<file path="src/rtl/fp_mult_arb_pkg.sv">
// fp_mult_arb_pkg: shared types, multiplier latency and operand-slice helpers for fp_mult_arbiter
package fp_mult_arb_pkg;
  localparam int FP_MULT_LAT = 3;
  localparam int MAX_REQ = 8;
  typedef struct packed {
    logic huge;
    logic tiny;
    logic nan;
    logic inf;
    logic zero;
  } fp_status_t;
  typedef enum logic [2:0] {
    RND_NE = 3'd0,
    RND_TZ = 3'd1,
    RND_DN = 3'd2,
    RND_UP = 3'd3,
    RND_MM = 3'd4
  } fp_rnd_t;
  function automatic logic [31:0] req_slice32(input logic [MAX_REQ*32-1:0] v, input int i);
    return v[32*i +: 32];
  endfunction
  function automatic logic [2:0] req_slice3(input logic [MAX_REQ*3-1:0] v, input int i);
    return v[3*i +: 3];
  endfunction
endpackage

</file>
<file path="src/rtl/rr_arbiter.sv">
// rr_arbiter: combinational round-robin pick of the first set req bit at or after ptr
// Ports: req (requests), en (grant enable), ptr (search start), grant (one-hot), idx (granted index)
module rr_arbiter #(
  parameter int NREQ = 4,
  localparam int PW = $clog2(NREQ)
) (
  input  logic [NREQ-1:0] req,
  input  logic            en,
  input  logic [PW-1:0]   ptr,
  output logic [NREQ-1:0] grant,
  output logic [PW-1:0]   idx
);
  logic [PW:0] s;
  logic [PW-1:0] j;
  logic hit;
  always_comb begin
    grant = '0;
    idx = '0;
    hit = 1'b0;
    s = '0;
    j = '0;
    for (int i = 0; i < NREQ; i++) begin
      s = {1'b0, ptr} + (PW+1)'(i);
      // explicit wrap so non-power-of-two NREQ never indexes past the last requester
      j = PW'(s >= (PW+1)'(NREQ) ? s - (PW+1)'(NREQ) : s);
      if (en && !hit && req[j]) begin
        grant[j] = 1'b1;
        idx = j;
        hit = 1'b1;
      end
    end
  end
endmodule

</file>
<file path="src/rtl/fp_mult_arbiter.sv">
// fp_mult_arbiter: round-robin sharing of one pipelined fp multiplier among NREQ requesters
// Ports: req_* (requester side, valid/ready), mul_* (registered multiplier operands, result/status in),
//        rsp_* (one-hot result strobe with shared result/status bus), busy (work in flight).
// Optional: define FP_MULT_ARB_STICKY_EN to add per-requester sticky status (sticky_clr/sticky_status).
module fp_mult_arbiter
  import fp_mult_arb_pkg::*;
#(
  parameter int NREQ = 4,
  parameter int LAT = FP_MULT_LAT
) (
  input  logic              clk,
  input  logic              rst_n,
  input  logic              en,
  input  logic [NREQ-1:0]   req_valid,
  output logic [NREQ-1:0]   req_ready,
  input  logic [NREQ*32-1:0] req_a,
  input  logic [NREQ*32-1:0] req_b,
  input  logic [NREQ*3-1:0] req_rnd,
  output logic [31:0]       mul_a,
  output logic [31:0]       mul_b,
  output logic [2:0]        mul_rnd,
  input  logic [31:0]       mul_z,
  input  logic [4:0]        mul_status,
  output logic [NREQ-1:0]   rsp_valid,
  output logic [31:0]       rsp_z,
  output logic [4:0]        rsp_status,
  output logic              busy
`ifdef FP_MULT_ARB_STICKY_EN
  ,
  input  logic [NREQ-1:0]   sticky_clr,
  output logic [NREQ*5-1:0] sticky_status
`endif
);
  localparam int PW = $clog2(NREQ);
  logic [PW-1:0] ptr, gidx;
  logic [NREQ-1:0] grant;
  logic [LAT:0] tag_v;
  logic [PW-1:0] tag_id [LAT+1];
  logic grant_any;
  rr_arbiter #(.NREQ(NREQ)) u_arb (
    .req(req_valid),
    .en(en),
    .ptr(ptr),
    .grant(grant),
    .idx(gidx)
  );
  assign req_ready = grant;
  assign grant_any = |grant;
  assign busy = |tag_v || |rsp_valid;
  // stage 0 tracks the operand register, stages 1..LAT track the multiplier pipeline
  always_ff @(posedge clk or negedge rst_n) begin
    if (!rst_n) begin
      ptr <= '0;
      tag_v <= '0;
      for (int i = 0; i <= LAT; i++) tag_id[i] <= '0;
      mul_a <= '0;
      mul_b <= '0;
      mul_rnd <= '0;
      rsp_valid <= '0;
      rsp_z <= '0;
      rsp_status <= '0;
    end else begin
      tag_v <= {tag_v[LAT-1:0], grant_any};
      tag_id[0] <= gidx;
      for (int i = 1; i <= LAT; i++) tag_id[i] <= tag_id[i-1];
      rsp_valid <= '0;
      if (grant_any) begin
        mul_a <= req_slice32((MAX_REQ*32)'(req_a), int'(gidx));
        mul_b <= req_slice32((MAX_REQ*32)'(req_b), int'(gidx));
        mul_rnd <= req_slice3((MAX_REQ*3)'(req_rnd), int'(gidx));
        ptr <= gidx == PW'(NREQ-1) ? '0 : gidx + 1'b1;
      end
      if (tag_v[LAT]) begin
        rsp_valid[tag_id[LAT]] <= 1'b1;
        rsp_z <= mul_z;
        rsp_status <= mul_status;
      end
    end
  end
`ifdef FP_MULT_ARB_STICKY_EN
  fp_status_t sticky [NREQ];
  // a clear coinciding with a new result keeps the new flags
  always_ff @(posedge clk or negedge rst_n) begin
    if (!rst_n) begin
      for (int i = 0; i < NREQ; i++) sticky[i] <= '0;
    end else begin
      for (int i = 0; i < NREQ; i++)
        if (tag_v[LAT] && tag_id[LAT] == PW'(i))
          sticky[i] <= fp_status_t'(sticky_clr[i] ? mul_status : sticky[i] | mul_status);
        else if (sticky_clr[i])
          sticky[i] <= '0;
    end
  end
  for (genvar g = 0; g < NREQ; g++) begin : g_sticky
    assign sticky_status[5*g +: 5] = sticky[g];
  end
`endif
endmodule

</file>
<file path="config.mk">
export PLATFORM = sky130hd
export DESIGN_NAME = fp_mult_arbiter
export DESIGN_NICKNAME = d
export VERILOG_FILES = /design/src/rtl/fp_mult_arb_pkg.sv /design/src/rtl/rr_arbiter.sv /design/src/rtl/fp_mult_arbiter.sv
export SDC_FILE = /design/constraint.sdc
export NUM_CORES = 1
export LEC_CHECK = 0
export BUFFER_PORTS_ARGS = -buffer_cell sky130_fd_sc_hd__buf_2
export CORE_ASPECT_RATIO = 0.9
export CORE_MARGIN = 3
export CORE_UTILIZATION = 25
export DETAILED_ROUTE_END_ITERATION = 8
export HOLD_SLACK_MARGIN = 0.03
export SETUP_SLACK_MARGIN = 0.05
export SYNTH_ARGS = -nofsm -noshare
export SYNTH_HDL_FRONTEND = slang
export SYNTH_SLANG_ARGS = --single-unit
</file>
<file path="constraint.sdc">
create_clock -name clk -period 4.9 [get_ports clk]
set_input_delay 0.245 -clock clk [delete_from_list [all_inputs] [get_ports clk]]
set_output_delay 0.245 -clock clk [all_outputs]
set_load 0.01 [all_outputs]
</file>
==> flow_summary.json <==
{
  "numCtsBuffers": 17,
  "path_clk_slew_ns": 0.06,
  "whs_ns": 0.0619,
  "power_density_nw_per_um2": 680,
  "cp_slowest_cell": "mux4_4",
  "min-delay-start": "mul_z[2]",
  "areaGrowthSynthToFinish_pct": 36.4,
  "rows": 66,
  "hold_viol": 0,
  "viasPerCell": 5.41,
  "ys_ff_latch": 122,
  "status": "finished, final reports clean",
  "place_ws_ns": 0.702,
  "setup_violations": 0,
  "cts_sinks": 122,
  "worstSetupPathType": "reg -> reg",
  "grt_use_met2_pct": 28.7,
  "core_area_um2": 36600,
  "path_buf_inv": 2,
  "postSynthAreaPerCell_um2": 10.5,
  "portBuffers": 424,
  "post-route-period-util_pct": 86.3,
  "cap_violations": 0,
  "layout-drive-gt1-share_pct": 47.2,
  "fp.dieH_um": 190,
  "nNetsFinal": 1578,
  "netlist_area_um2": 9390,
  "start_kind": "flip-flop",
  "layout_common_cells": "423 x buf_2, 136 x nor3b_1, 134 x o211ai_1",
  "grtUsageMet3_pct": 5.64,
  "yosysSeqAreaShare_pct": 32.5,
  "drc": 0,
  "drt-total-wl_mm": 36.7,
  "dr.pass1.iters": 5,
  "tritoncts": "done",
  "critPathMaxFanout": 27,
  "reg2reg_to": "mul_a[22]",
  "post_cts_resized": 0,
  "syn-num-nets": 1216,
  "ir_drop_v": 0.000359,
  "wl_per_cell_um": 21.0,
  "multi_input_area_um2": 5840,
  "cpPeakStageDelay_ns": 0.72,
  "worstReg2RegStart": "ptr[0]",
  "fillers": 3742,
  "netlist_instances": 896,
  "hp-class": "in -> reg",
  "rsz0062_at_grt": "false",
  "timing.final.ws_setup_ns": 0.672,
  "fin_skew_ns": 0.0170,
  "hold_end": "rsp_z[2]",
  "clkLatencyLatePin_ns": 0.44,
  "final_common_cell": "buf_2",
  "ys_warn_count": 0,
  "grt-ovfl-total": 0,
  "critPathArrivalTime_ns": 4.55,
  "start_util_pct": 25.7,
  "cts_root_buffer": "clkbuf_16",
  "worstPathRequired_ns": 5.22,
  "worstMarginPinSlew_ns": 0.844,
  "dieArea_um2": 39900,
  "use_met1_pct": 22.8,
  "cts_buffer_depth": 2,
  "cp-end-kind": "flip-flop",
  "reg2reg_slack_ns": 0.67,
  "crit_chain": "inv_1 > ha_1 > mux4_4 > nand2b_1 > nor3b_1 > a221o_1 > or4_4 > buf_12 > mux2_4",
  "chipWidth_um": 210,
  "track_usage_pct": 17.7,
  "relSlewSlack_pct": 43.7,
  "period_needed_ns": 4.23,
  "grt_pass1_wl_mm": 55.7,
  "seqCellArea_um2": 3050,
  "ioPinCount": 425,
  "yosysUniqueCellTypes": 37,
  "path_delay_family": "simple AND/OR/NAND/NOR gates",
  "first_iter_violations": 693,
  "clock.fmax_ghz": 0.237,
  "p_leak_nw": 5.30,
  "hold_path_depth": 2,
  "drv_slew": 0,
  "detail-route-antenna-nets": 0,
  "dp_hpwl_mm": 25.8,
  "dr_total_vias": 9456,
  "utilization_pct": 35.0,
  "antenna_found_initial": 6,
  "reg2reg_depth": 9,
  "grt_max_degree": 99,
  "setup_tns_ns": 0,
  "first_global_vias": 9365,
  "gp_congestion": 0.819,
  "cts_max_level": 4,
  "grt-busiest-layer": "met2"
}
power by group:
| part | switching [mW] | internal (mW) | leakage, nW |
|---|---|---|---|
| clock | 0.554 | 0.761 | 0.281 |
| combinational | 2.79 | 2.73 | 3.57 |
| sequential | 0.312 | 1.55 | 1.44 |
| total | 3.66 | 5.05 | 5.30 |
per-stage QoR:
stage / area [µm²] / cells / power [mW]
final: 12800 / 1749 / 8.71
after global routing: 12800 / 1749 / 9.27
after CTS: 12800 / 1747 / 8.79
after detailed placement: 11900 / 1683 / 7.40
after global placement: 11900 / 1683 / 7.32
after floorplan: 9390 / 896 / 5.86
sequential cells by signal, indices dropped and copies added (netlist names):
name        flops
mul_a          32
mul_b          32
rsp_z          32
tag_id          8
rsp_status      5
rsp_valid       4
tag_v           4
mul_rnd         3
ptr             2
worst register-to-register path: stages (launching register included):
cell and delay, ns:
dfrtp_1 0.70, inv_1 0.23, ha_1 0.46, mux4_4 0.72, nand2b_1 0.25, nor3b_1 0.45, a221o_1 0.27, or4_4 0.36
buf_12 0.29, mux2_4 0.40
logic make-up (layout without fill, tap and decap cells):
group	after synthesis	in the layout	share of synthesized area [%]
AOI/OAI and AO/OA	346	346	30.5
xor gates and xnor gates	1	1	0.0933
adders and majority gates	8	8	1.07
buffers and inverters	139	514	6.29
DFF	122	122	32.5
muxes	114	114	16.8
other	0	2	0
and+or+nand+nor	166	166	12.8
cells in the mapped netlist:
master	count	area (µm²)
and2_1	1	6.26
mux4_2	4	90.1
nor3b_1	136	1020
nand2b_1	2	12.5
nor4_1	2	12.5
a221o_1	4	40.0
nor3_1	1	5.00
mux2_4	67	1010
mux2_2	39	439
buf_2	7	35.0
nand2_1	8	30.0
clkbuf_1	112	420
or3_1	1	6.26
o2111ai_1	67	587
a21boi_1	4	30.0
o21a_1	68	510
nor2_1	1	3.75
dfrtp_1	122	3050
and3b_1	1	8.76
o311ai_1	1	8.76
ha_1	8	100
nor4_2	1	12.5
nand3b_1	4	30.0
buf_1	9	33.8
nand3_1	1	5.00
inv_1	2	7.51
and3_1	1	6.26
o32a_1	67	671
buf_6	7	78.8
mux2i_1	4	40.0
buf_4	2	15.0
xnor2_1	1	8.76
or2_1	2	12.5
nor2b_1	3	18.8
or4_1	1	7.51
o211ai_1	134	1010
o211a_2	1	10.0
timing repair:
item                                   in CTS  in global routing
hold buffers                               32                  0
setup buffers                               0                  0
endpoints found under the hold margin     113                  0
cell type report:
cell class | instances | share of cell area [%]
multi-input cells | 635 | 45.6
flip-flops and latches | 122 | 23.8
repair buffers | 480 | 21.2
well taps | 476 | 4.65
clock buffers | 18 | 3.35
clock inverters | 14 | 1.27
inverters | 2 | 0.0586
diodes | 2 | 0.0391
worst max path at each step:
| stage | from | to | slack (ns) | cells after the start |
|---|---|---|---|---|
| final | ptr[0] | mul_a[22] | 0.67 | 9 |
| after detailed placement | ptr[0] | mul_a[20] | 0.70 | 10 |
| after floorplan | ptr[1] | mul_a[0] | 1.33 | 12 |
| after global placement | ptr[0] | mul_a[25] | 0.82 | 10 |
| after global routing | ptr[0] | mul_a[12] | 0.37 | 9 |
| after CTS | ptr[0] | mul_a[5] | 0.70 | 10 |
per-layer routing:
| layer | vias to the layer above | share of wire [%] |
|---|---|---|
| met2 | 389 | 47 |
| li1 | 4357 | - |
| met4 | 8 | 1.5 |
| met5 | - | 0.15 |
| met3 | 35 | 8.6 |
| met1 | 4667 | 42 |
(Power assumes the default switching activity.)
